--- config.mk ---
export PLATFORM = sky130hd
export DESIGN_NAME = mem_port_sequencer_flat
export DESIGN_NICKNAME = d
export VERILOG_FILES = /design/src/rtl/mem_port_sequencer_if.sv /design/src/rtl/mem_port_sequencer.sv /design/src/flat_wrapper.sv
export SDC_FILE = /design/constraint.sdc
export NUM_CORES = 1
export LEC_CHECK = 0
export CAP_MARGIN = 20
export CORE_AREA = 4 4 121 146
export DETAILED_ROUTE_END_ITERATION = 8
export DIE_AREA = 0 0 125 150
export GPL_TIMING_DRIVEN = 0
export PLACE_DENSITY = 0.78
export SYNTH_ARGS = -nofsm -noshare
export SYNTH_HDL_FRONTEND = slang
export SYNTH_SLANG_ARGS = --single-unit
export TNS_END_PERCENT = 50
--- constraint.sdc ---
create_clock -name clk -period 3.45 [get_ports clk]
set_input_delay 0.69 -clock clk [delete_from_list [all_inputs] [get_ports clk]]
set_output_delay 0.69 -clock clk [all_outputs]
set_load 0.1 [all_outputs]
--- src/rtl/mem_port_sequencer_if.sv ---
`default_nettype none
// ============================================================================
// Module   : mem_port_sequencer_if
// Purpose  : Bundles the fetch, MEM-stage, special-op, pipeline-control and
//            unified-memory signals that surround mem_port_sequencer.
// Revision : 1.0 - initial release
// ============================================================================
interface mem_port_sequencer_if #(
    parameter int AW = 32,
    parameter int DW = 32
);
    logic [AW-1:0] if_addr;
    logic          if_valid;
    logic          dm_read;
    logic          dm_write;
    logic [AW-1:0] dm_addr;
    logic [DW-1:0] dm_wdata;
    logic [1:0]    sp_op;
    logic [AW-1:0] sp_addr;
    logic [DW-1:0] sp_wdata;
    logic [DW-1:0] sp_result;
    logic          sp_done;
    logic          stall_pipe;
    logic          freeze_pc;
    logic          flush_ifid;
    logic [AW-1:0] mem_addr;
    logic          mem_we;
    logic [DW-1:0] mem_wdata;
    logic [DW-1:0] mem_rdata;

    // The sequencer side: owns the memory port and the pipeline controls.
    modport master (
        input  if_addr, dm_read, dm_write, dm_addr, dm_wdata,
        input  sp_op, sp_addr, sp_wdata, mem_rdata,
        output if_valid, sp_result, sp_done, stall_pipe, freeze_pc,
        output flush_ifid, mem_addr, mem_we, mem_wdata
    );

    // The environment side: pipeline registers plus the memory array.
    modport slave (
        output if_addr, dm_read, dm_write, dm_addr, dm_wdata,
        output sp_op, sp_addr, sp_wdata, mem_rdata,
        input  if_valid, sp_result, sp_done, stall_pipe, freeze_pc,
        input  flush_ifid, mem_addr, mem_we, mem_wdata
    );
endinterface
`default_nettype wire

--- src/rtl/mem_port_sequencer.sv ---
`default_nettype none
// ============================================================================
// Module   : mem_port_sequencer
// Purpose  : Arbitrates the single unified memory port between fetch, normal
//            loads/stores and two-access memory-indirect ops (LWi/SWi/Add).
// Revision : 1.0 - initial release
// ============================================================================
module mem_port_sequencer #(
    parameter int AW = 32,
    parameter int DW = 32
) (
    input wire                    clk,
    input wire                    rest,
    mem_port_sequencer_if.master  bus
);

    localparam logic [1:0] c_OP_ADD  = 2'd0;
    localparam logic [1:0] c_OP_SWI  = 2'd1;
    localparam logic [1:0] c_OP_LWI  = 2'd2;
    localparam logic [1:0] c_OP_NONE = 2'd3;

    typedef enum logic [1:0] {
        S_IDLE   = 2'd0,
        S_SECOND = 2'd1,
        S_DONE   = 2'd2
    } state_t;

    state_t        state_q, state_d;
    logic [DW-1:0] tmp_q, tmp_d;
    logic [DW-1:0] sp_result_q, sp_result_d;

    logic [DW-1:0] w_sum;
    logic [AW-1:0] w_mem_addr;
    logic          w_mem_we;
    logic [DW-1:0] w_wdata;
    logic          w_if_valid;
    logic          w_stall;
    logic          w_freeze;
    logic          w_flush;
    logic          w_done;

    assign w_sum = tmp_q + bus.sp_wdata;

    always_comb begin
        state_d     = state_q;
        tmp_d       = tmp_q;
        sp_result_d = sp_result_q;
        w_mem_addr  = bus.if_addr;
        w_mem_we    = 1'b0;
        w_wdata     = '0;
        w_if_valid  = 1'b0;
        w_stall     = 1'b0;
        w_freeze    = 1'b0;
        w_flush     = 1'b0;
        w_done      = 1'b0;

        case (state_q)
            S_IDLE: begin
                if (bus.sp_op != c_OP_NONE) begin
                    // First access: fetch the pointer/operand at the base address.
                    w_mem_addr = bus.sp_addr;
                    tmp_d      = bus.mem_rdata;
                    w_stall    = 1'b1;
                    w_freeze   = 1'b1;
                    state_d    = S_SECOND;
                end else if (bus.dm_read || bus.dm_write) begin
                    w_mem_addr = bus.dm_addr;
                    w_mem_we   = bus.dm_write;
                    w_wdata    = bus.dm_wdata;
                    w_freeze   = 1'b1;
                    w_flush    = 1'b1;
                end else begin
                    w_if_valid = 1'b1;
                end
            end

            S_SECOND: begin
                w_stall  = 1'b1;
                w_freeze = 1'b1;
                state_d  = S_DONE;
                case (bus.sp_op)
                    c_OP_LWI: begin
                        w_mem_addr  = AW'(tmp_q);
                        sp_result_d = bus.mem_rdata;
                    end
                    c_OP_SWI: begin
                        w_mem_addr  = AW'(tmp_q);
                        w_mem_we    = 1'b1;
                        w_wdata     = bus.sp_wdata;
                        sp_result_d = tmp_q;
                    end
                    c_OP_ADD: begin
                        // Read-modify-write back to the base address.
                        w_mem_addr  = bus.sp_addr;
                        w_mem_we    = 1'b1;
                        w_wdata     = w_sum;
                        sp_result_d = w_sum;
                    end
                    default: ;
                endcase
            end

            S_DONE: begin
                // The finished op is still in MEM, so only fetch is served.
                w_if_valid = 1'b1;
                w_done     = 1'b1;
                state_d    = S_IDLE;
            end

            default: state_d = S_IDLE;
        endcase

        if (rest) begin
            w_mem_addr = bus.if_addr;
            w_mem_we   = 1'b0;
            w_wdata    = '0;
            w_if_valid = 1'b0;
            w_stall    = 1'b0;
            w_freeze   = 1'b0;
            w_flush    = 1'b0;
            w_done     = 1'b0;
        end
    end

    always_ff @(posedge clk) begin
        if (rest) begin
            state_q     <= S_IDLE;
            tmp_q       <= '0;
            sp_result_q <= '0;
        end else begin
            state_q     <= state_d;
            tmp_q       <= tmp_d;
            sp_result_q <= sp_result_d;
        end
    end

    assign bus.mem_addr   = w_mem_addr;
    assign bus.mem_we     = w_mem_we;
    assign bus.mem_wdata  = w_mem_we ? w_wdata : '0;
    assign bus.if_valid   = w_if_valid;
    assign bus.stall_pipe = w_stall;
    assign bus.freeze_pc  = w_freeze;
    assign bus.flush_ifid = w_flush;
    assign bus.sp_done    = w_done;
    assign bus.sp_result  = sp_result_q;

endmodule
`default_nettype wire
--- src/flat_wrapper.sv ---
// flat-port wrapper written by rule: the top's interface ports become plain ports
module mem_port_sequencer_flat 
#(
    parameter int AW = 32,
    parameter int DW = 32
)
  (clk, rest, bus_if_addr, bus_dm_read, bus_dm_write, bus_dm_addr, bus_dm_wdata, bus_sp_op, bus_sp_addr, bus_sp_wdata, bus_mem_rdata, bus_if_valid, bus_sp_result, bus_sp_done, bus_stall_pipe, bus_freeze_pc, bus_flush_ifid, bus_mem_addr, bus_mem_we, bus_mem_wdata);
  mem_port_sequencer_if #(.AW(AW), .DW(DW)) bus_i ();
  input wire clk;
  input wire rest;
  input wire logic [$bits(bus_i.if_addr)-1:0] bus_if_addr;
  input wire logic [$bits(bus_i.dm_read)-1:0] bus_dm_read;
  input wire logic [$bits(bus_i.dm_write)-1:0] bus_dm_write;
  input wire logic [$bits(bus_i.dm_addr)-1:0] bus_dm_addr;
  input wire logic [$bits(bus_i.dm_wdata)-1:0] bus_dm_wdata;
  input wire logic [$bits(bus_i.sp_op)-1:0] bus_sp_op;
  input wire logic [$bits(bus_i.sp_addr)-1:0] bus_sp_addr;
  input wire logic [$bits(bus_i.sp_wdata)-1:0] bus_sp_wdata;
  input wire logic [$bits(bus_i.mem_rdata)-1:0] bus_mem_rdata;
  output wire logic [$bits(bus_i.if_valid)-1:0] bus_if_valid;
  output wire logic [$bits(bus_i.sp_result)-1:0] bus_sp_result;
  output wire logic [$bits(bus_i.sp_done)-1:0] bus_sp_done;
  output wire logic [$bits(bus_i.stall_pipe)-1:0] bus_stall_pipe;
  output wire logic [$bits(bus_i.freeze_pc)-1:0] bus_freeze_pc;
  output wire logic [$bits(bus_i.flush_ifid)-1:0] bus_flush_ifid;
  output wire logic [$bits(bus_i.mem_addr)-1:0] bus_mem_addr;
  output wire logic [$bits(bus_i.mem_we)-1:0] bus_mem_we;
  output wire logic [$bits(bus_i.mem_wdata)-1:0] bus_mem_wdata;
  assign bus_i.if_addr = bus_if_addr;
  assign bus_i.dm_read = bus_dm_read;
  assign bus_i.dm_write = bus_dm_write;
  assign bus_i.dm_addr = bus_dm_addr;
  assign bus_i.dm_wdata = bus_dm_wdata;
  assign bus_i.sp_op = bus_sp_op;
  assign bus_i.sp_addr = bus_sp_addr;
  assign bus_i.sp_wdata = bus_sp_wdata;
  assign bus_i.mem_rdata = bus_mem_rdata;
  assign bus_if_valid = bus_i.if_valid;
  assign bus_sp_result = bus_i.sp_result;
  assign bus_sp_done = bus_i.sp_done;
  assign bus_stall_pipe = bus_i.stall_pipe;
  assign bus_freeze_pc = bus_i.freeze_pc;
  assign bus_flush_ifid = bus_i.flush_ifid;
  assign bus_mem_addr = bus_i.mem_addr;
  assign bus_mem_we = bus_i.mem_we;
  assign bus_mem_wdata = bus_i.mem_wdata;
  mem_port_sequencer #(.AW(AW), .DW(DW)) u_core (.clk(clk), .rest(rest), .bus(bus_i));
endmodule
==> results.md, run 1 <==
* Worst setup SP type: primary input
* I/O Buffers at approximately 300
* GRT Resource Usage Total at 34.7%
* Slew Limit Headroom at approximately 31%
* EDFF count, synth at 0
* Post-synthesis sequential area ratio at between 20 and 25%
* Final Skew at 0.00431 ns
* Antenna Nets Post-Route at 0
* DP HPWL at 26,500 µm
* Cell Area, Synth at approximately 6100 µm²
* Initial antenna violation count at 3
* Synth top area cells: dfxtp_1 22%, a21oi_1 12%, nand2_1 9.4%
* P&R area growth vs syn at 98.7%
* Final setup viols at 21
* Worst Path Buf+Inv at 2
* Critical Path End Type: primary output
* Wire length of the first global-routing pass at ~51,000 µm
* Chip width at 125 µm
* TritonCTS Buffers at 9
* Critical path cell sequence: buf_6 -> ha_4 -> and2_4 -> and3_4 -> a221o_1 -> a211o_4 -> a31oi_4 -> o21ai_2 -> a31oi_2 -> mux2_4 -> a211oi_4 -> buf_12
* Vias per cell at between 6 and 7
* Yosys cell types at 60
* Path depth of the worst reg2reg path at 15
* Clock Tree Root: clkbuf_16
* Vias in the first global route at roughly 8,800
* Via count at 9,092
* Cell taking the most area after synthesis: dfxtp_1
* Worst-path maximum fanout at 5
* Hold Buf Count CTS at 0
* Flops & latches, synth at between 60 and 70
* Total grt overflow at 0
* Met2 wire length at between 15,000 and 20,000 µm
* Leak at around 0.0046 µW
* Pre-antenna DRT Iters at 5
* Met1 WL at between 10,000 and 15,000 µm
* Worst path max stage delay at about 0.36 ns
* Top sig layer: met5
* Hold path cells at 2
* Post-layout util at between 70% and 80%
* Max-slew violation count at 0
* Top delay family on crit path: compound AO/OA/AOI/OAI gates
* DRC viols at 0
* Min cycle time layout at between 4 and 5 ns
* Net Count, Synth at roughly 1,100
* Most common cell after layout, fill and taps aside: clkdlybuf4s50_1
* Core area at ~16,000 µm²
* Setup tns final at -5.34 ns
* Crit Path Category: primary input to primary output
* Top_reg_cell synth: dfxtp_1
* Hold_ws at 0.480 ns
* Worst Path Arrival at about 3.4 ns
* Syn_area_per_cell at ~6.8 µm²
* Unrepaired setup endpoints after global routing: yes
* Drt wl/cell at about 23 µm
* Placed Area at roughly 10,000 µm²
* Die Y at ~150 µm
* Clock transition at path regs at ~0.050 ns
* Design area at about 12,000 µm²
* Clk Latency, worst-skew pair at 0.33 ns
* H-tree levels at 3
* Worst Hold Class: flip-flop to flip-flop
* Critical path depth at 12
* Power Density at 349 nW/µm²
* Clock Sinks at between 60 and 70
* Yosys warnings at 0
* Peak supply drop at 321 µV
* Fmax at between 200 and 250 MHz
* Die area at 18,800 µm²
* Max-Cap Viols at 0
* WL met3 at about 3400 µm
* Pin count of the biggest net entering global routing at 11
* Asr flop ratio synth at 0%
* Placer Congestion at roughly 0.98
* Setup slack after layout at -0.618 ns
* FILL cells at between 1,000 and 1,500
* Worst reg2reg setup slack at 0.41 ns
* # rows at 51
* Most frequent cells in the layout: 201 x clkdlybuf4s50_1, 144 x nand2_1, 107 x a21oi_1, 90 x buf_4, 59 x nor2_1
* Detailed Route Iter0 Violations at 945
* WL final at roughly 35,000 µm
* IO Pins at 300
* Layout net count at about 1,500
* CP required at between 2 and 3 ns
* Status: finished, violations left
* Longest Clk Path Bufs at 2
* Tcrit/Tclk final at 118%
* Worst-margin pin slew at approximately 1 ns
* Post-Syn Instances at roughly 900
* TritonCTS clock tree: done
* Final Hold Fails at 0
* Failing checks: negative setup slack
* Share of Yosys cell area claimed by the top area cell type at a little over a fifth
* Layout cells sized above 1 at 33.8%
* Initial core utilization at a little under two fifths
* CP max-delay cell: a211o_4
-- layout make-up --
class	instances	area [µm²]	area share, %
diodes	2	5.00	0.0413
plain buffers	67	379	3.13
clock buffers	11	243	2.00
clock inverters	1	5.00	0.0413
inverters	14	60.1	0.495
multi-input cells	750	5940	49.0
flip-flops and latches	66	1340	11.0
well taps	212	265	2.19
repair buffers	388	3890	32.1
-- logic make-up (layout without fill, tap and decap cells) --
logic type | Yosys count | after routing | share of synthesized area [%]
AO/OA/AOI/OAI | 369 | 369 | 37.8
XOR/XNOR | 28 | 28 | 4.02
adder cells (fa/ha/maj) | 35 | 35 | 7.30
buffers and inverters | 88 | 481 | 5.45
flip-flops | 66 | 66 | 21.7
multiplexers | 3 | 3 | 0.533
other | 0 | 2 | 0
AND/OR/NAND/NOR | 315 | 315 | 23.3
-- power breakdown --
part | internal, µW | switching, µW | leakage (µW)
clock network | 488 | 313 | 0.000123
registers | 832 | 103 | 0.000547
logic | 958 | 1540 | 0.00390
total | 2280 | 1960 | 0.00457
-- metrics by stage --
step,total power (µW),setup WS [ns],std cells
after detailed placement,2990,-2.07,1416
after floorplan,2300,-0.781,904
after global placement,2970,-2.41,1415
after CTS,4020,-0.581,1488
after global routing,4370,-0.657,1511
final,4230,-0.618,1511
-- registers in the layout, summed over array words and instances (netlist names) --
| name | count |
|---|---|
| u_core.bus.sp_result | 32 |
| u_core.tmp_q | 32 |
| u_core.state_q | 2 |
-- what timing repair did --
| item | 4_1_cts | 5_1_grt |
|---|---|---|
| endpoints found under the setup margin | 70 | 65 |
| gates resized for setup | 692 | 147 |
| buffers inserted | 66 | 24 |
| pin swaps | 83 | 70 |
-- Yosys cell counts, drive strengths merged, types with 2 or more instances --
master	n
nand4	6
nand2b	4
and3	4
nor4	5
a31oi	13
o21a	7
o211ai	4
nor2b	6
nand3	13
xor2	14
and2	9
nand2	152
a21oi	141
a221oi	19
a21o	7
a2111oi	2
mux2	2
nor3b	22
a32oi	6
o21ai	93
xnor2	14
dfxtp	66
inv	14
clkbuf	70
a221o	14
ha	34
nor3	11
buf	4
a22oi	29
a222oi	4
o221a	2
or3	4
a32o	7
nor2	72
a211o	3
or2	3
a211oi	10
-- tightest hold or removal path: stages, from the launching register on --
cell and delay, ns:
dfxtp_1 0.32, a31oi_1 0.08, o41ai_1 0.05
-- layer usage --
metal	vias to the layer above	GRT usage, %
li1	4102	-
met1	4208	38.8
met2	640	62.2
met3	140	7.96
met4	2	16.9
met5	-	0
-- final timing paths --
path | startpoint | end
max | bus_sp_wdata[4] | bus_mem_wdata[21]
min | u_core.bus.sp_result[24] | u_core.bus.sp_result[24]
max reg2reg | u_core.tmp_q[7] | u_core.bus.sp_result[22]
min reg2reg | u_core.bus.sp_result[24] | u_core.bus.sp_result[24]
No activity file was read; power rests on OpenSTA's default activity.
==> inputs of run 2 (changes only) <==
TNS_END_PERCENT = 1   (was 50)
==> run 2 against run 1 <==
- the flow still finishes with violations (negative setup slack)
- register-to-register slack lost 0.12 ns
- highest routed layer unchanged
- hold slack better by 0.032 ns
- combinational power fell by 10%
- core utilization down 5.8 points
- cell area down 7.8%
- clock skew is 0.0014 ns higher
- global-route usage shrank 1.0 points
- clock power rose by 31%
==> results.md, run 2 (same netlist as run 1, synthesis figures left out) <==
* Critical Path End Type: primary output (unchanged)
* Antenna Nets Post-Route at 0 (unchanged)
* Min cycle time layout at 4.04 ns (was 4.07 ns)
* H-tree levels at 3 (unchanged)
* Final Hold Fails at 0 (unchanged)
* Setup slack after layout at -0.586 ns (was -0.618 ns)
* Total grt overflow at 0 (unchanged)
* Fmax at 248 MHz (was 246 MHz)
* Worst-margin pin slew at 1.04 ns (was 1.03 ns)
* Worst setup SP type: primary input (unchanged)
* CP max-delay cell: a221o_1 (was a211o_4)
* Worst-path maximum fanout at 3 (was 5)
* Sequential Power Share at 22.0% (was 22.1%)
* Setup tns final at -9.76 ns (was -5.34 ns)
* Critical path cell sequence: buf_8 -> ha_4 -> and2_4 -> and3_4 -> a221o_1 -> a211o_4 -> a31oi_4 -> o21ai_2 -> a31oi_2 -> mux2_4 -> a211oi_4 -> buf_12 (was buf_6 -> ha_4 -> and2_4 -> and3_4 -> a221o_1 -> a211o_4 -> a31oi_4 -> o21ai_2 -> a31oi_2 -> mux2_4 -> a211oi_4 -> buf_12)
* # rows at 51 (unchanged)
* Tcrit/Tclk final at 117% (was 118%)
* Worst Hold Class: flip-flop to flip-flop (unchanged)
* Drt wl/cell at 23.0 µm (was 23.2 µm)
* DRC viols at 0 (unchanged)
* Peak supply drop at 164 µV (was 321 µV)
* Failing checks: negative setup slack (unchanged)
* Status: finished, violations left (unchanged)
* Pint at 2340 µW (was 2280 µW)
* GRT Resource Usage Total at 33.7% (was 34.7%)
* Via count at 8,598 (was 9,092)
* FILL cells at 1,334 (was 1,184)
* Critical path depth at 12 (unchanged)
* P_sw at 1880 µW (was 1960 µW)
* IO Pins at 300 (unchanged)
* P&R area growth vs syn at 83.2% (was 98.7%)
* R2R Path Start: u_core.tmp_q[0] (was u_core.tmp_q[7])
* Clock Sinks at 66 (unchanged)
* Most common cell after layout, fill and taps aside: clkdlybuf4s50_1 (unchanged)
* Max-Cap Viols at 0 (unchanged)
* Clock transition at path regs at 0.05 ns (about the same)
* Most frequent cells in the layout: 205 x clkdlybuf4s50_1, 146 x nand2_1, 121 x a21oi_1, 62 x dfxtp_1, 60 x nor2_1 (was 201 x clkdlybuf4s50_1, 144 x nand2_1, 107 x a21oi_1, 90 x buf_4, 59 x nor2_1)
* Die area at 18,800 µm² (unchanged)
* Worst Path Buf+Inv at 2 (unchanged)
* Initial core utilization at 37.6% (unchanged)
* Reg2reg end: u_core.bus.sp_result[30] (was u_core.bus.sp_result[22])
* Placer Congestion at 1.04 (was 0.984)
* DP HPWL at 26,700 µm (was 26,500 µm)
* Wire length of the first global-routing pass at 49,100 µm (was 50,700 µm)
* WL final at 33,400 µm (was 35,100 µm)
* Final Skew at 0.00572 ns (was 0.00431 ns)
* Vias in the first global route at 8,579 (was 8,822)
* Pre-antenna DRT Iters at 7 (was 5)
* Final setup viols at 37 (was 21)
* Vias per cell at 5.91 (was 6.02)
* TritonCTS Buffers at 9 (unchanged)
* Path depth of the worst reg2reg path at 12 (was 15)
* Core area at 16,200 µm² (unchanged)
* Chip width at 125 µm (unchanged)
* Pin count of the biggest net entering global routing at 12 (was 11)
* Crit Path Category: primary input to primary output (unchanged)
* Detailed Route Iter0 Violations at 759 (was 945)
* Critical Path Start: bus_sp_wdata[3] (was bus_sp_wdata[4])
* Worst Path Arrival at 3.35 ns (was 3.38 ns)
* Slew Limit Headroom at 30.6% (was 31.2%)
* Leak at 0.00426 µW (was 0.00457 µW)
* Worst Setup EP: bus_mem_wdata[21] (unchanged)
* Power Density at 377 nW/µm² (was 349 nW/µm²)
* Worst path max stage delay at 0.37 ns (was 0.36 ns)
* Die Y at 150 µm (unchanged)
* Logic pwr share at 53.2% (was 59.0%)
* Top delay family on crit path: compound AO/OA/AOI/OAI gates (unchanged)
* Clk Latency, worst-skew pair at 0.34 ns (was 0.33 ns)
* Layout cells sized above 1 at 24.2% (was 33.8%)
* TritonCTS clock tree: done (unchanged)
* Net Sw Frac at 44.5% (was 46.2%)
* Initial antenna violation count at 2 (was 3)
* Clock Tree Root: clkbuf_16 (unchanged)
* Clock network fraction of total power at 24.8% (was 18.9%)
* Unrepaired setup endpoints after global routing: yes (unchanged)
* Longest Clk Path Bufs at 2 (unchanged)
* I/O Buffers at 299 (unchanged)
* Layout net count at 1,468 (was 1,529)
* Worst reg2reg setup slack at 0.29 ns (was 0.41 ns)
* Max-slew violation count at 0 (unchanged)
* Pwr Total at 4210 µW (was 4230 µW)
* CP required at 2.76 ns (about the same)
run 2: cell types whose count changed in the layout (fill, tap and decap cells not counted), sizes merged, moves of 2 or more:
cell | before | now
buf | 177 | 111
bufinv | 0 | 2
clkbuf | 81 | 70
clkdlybuf4s50 | 201 | 205
dlymetal6s2s | 0 | 11
run 2: metrics by stage:
step	instance area, µm²	std cells	hold slack [ns]	worst slack [ns]	utilization (%)
6_report	11200	1454	0.512	-0.586	69.0
5_1_grt	11200	1453	0.521	-0.635	69.0
4_1_cts	10800	1443	0.507	-0.666	66.6
3_5_place_dp	9650	1416	0.503	-2.42	59.5
3_3_place_gp	9640	1415	0.503	-2.72	59.5
2_1_floorplan	6390	904	0.464	-0.786	-
run 2: power groups by stage:
stage	logic (µW)	registers [µW]	clock network [µW]
3_5_place_dp	1960	928	0
3_3_place_gp	1960	929	0
2_1_floorplan	1090	1120	0
6_report	2240	928	1050
4_1_cts	2120	918	1040
5_1_grt	2350	929	1080
run 2: repair_timing:
| item | in CTS | in global routing |
|---|---|---|
| resized for setup | 668 | 105 |
| pin swaps | 35 | 36 |
| endpoints found under the setup margin | 78 | 70 |
| hold buffers | 0 | 0 |
| buffers inserted | 16 | 10 |
run 2: cell type report:
type	instances	area [µm²]	share of cell area [%]
multi-input combinational	750	5340	47.8
timing repair buffer	326	3440	30.8
sequential	66	1330	11.9
buffer	68	398	3.56
clock buffer	12	267	2.38
tap	212	265	2.37
clock inverter	4	72.6	0.649
inverter	14	56.3	0.504
antenna	2	5.00	0.0448
run 2: how the worst min path moves through the flow:
stage	slack, ns	end	from	depth (start not counted)
floorplan	0.46	u_core.tmp_q[22]	u_core.tmp_q[22]	2
global placement	0.50	u_core.tmp_q[2]	u_core.tmp_q[2]	2
detailed placement	0.50	u_core.bus.sp_result[1]	u_core.bus.sp_result[1]	2
CTS	0.51	u_core.tmp_q[3]	u_core.tmp_q[3]	2
global route	0.52	u_core.tmp_q[4]	u_core.tmp_q[4]	2
finish	0.51	u_core.tmp_q[3]	u_core.tmp_q[3]	2
run 2: metal layers:
metal	vias to the layer above	routed length, µm	share of wire (%)	track usage [%]
met1	3978	12200	36	37.8
met5	-	7	0.021	0
met2	520	16400	49	59.3
met4	2	1700	5.1	16.6
li1	4005	-	-	-
met3	93	3150	9.4	8.57
run 2: worst reg2reg max path: stages, from the launching register on:
cell,delay [ns]
dfxtp_4,0.41
ha_4,0.15
inv_1,0.05
fa_2,0.38
nor2b_2,0.15
o211ai_1,0.15
and2_4,0.21
o221ai_4,0.33
nor2_4,0.09
or2_1,0.24
o21ai_0,0.31
mux2_2,0.38
nor3_1,0.22
==> inputs of run 3 (changes only) <==
ABC_CLOCK_PERIOD_IN_PS = 3450   (was default)
==> results of run 3 <==
The final DEF is identical to that of run 2; final timing and power are the same.
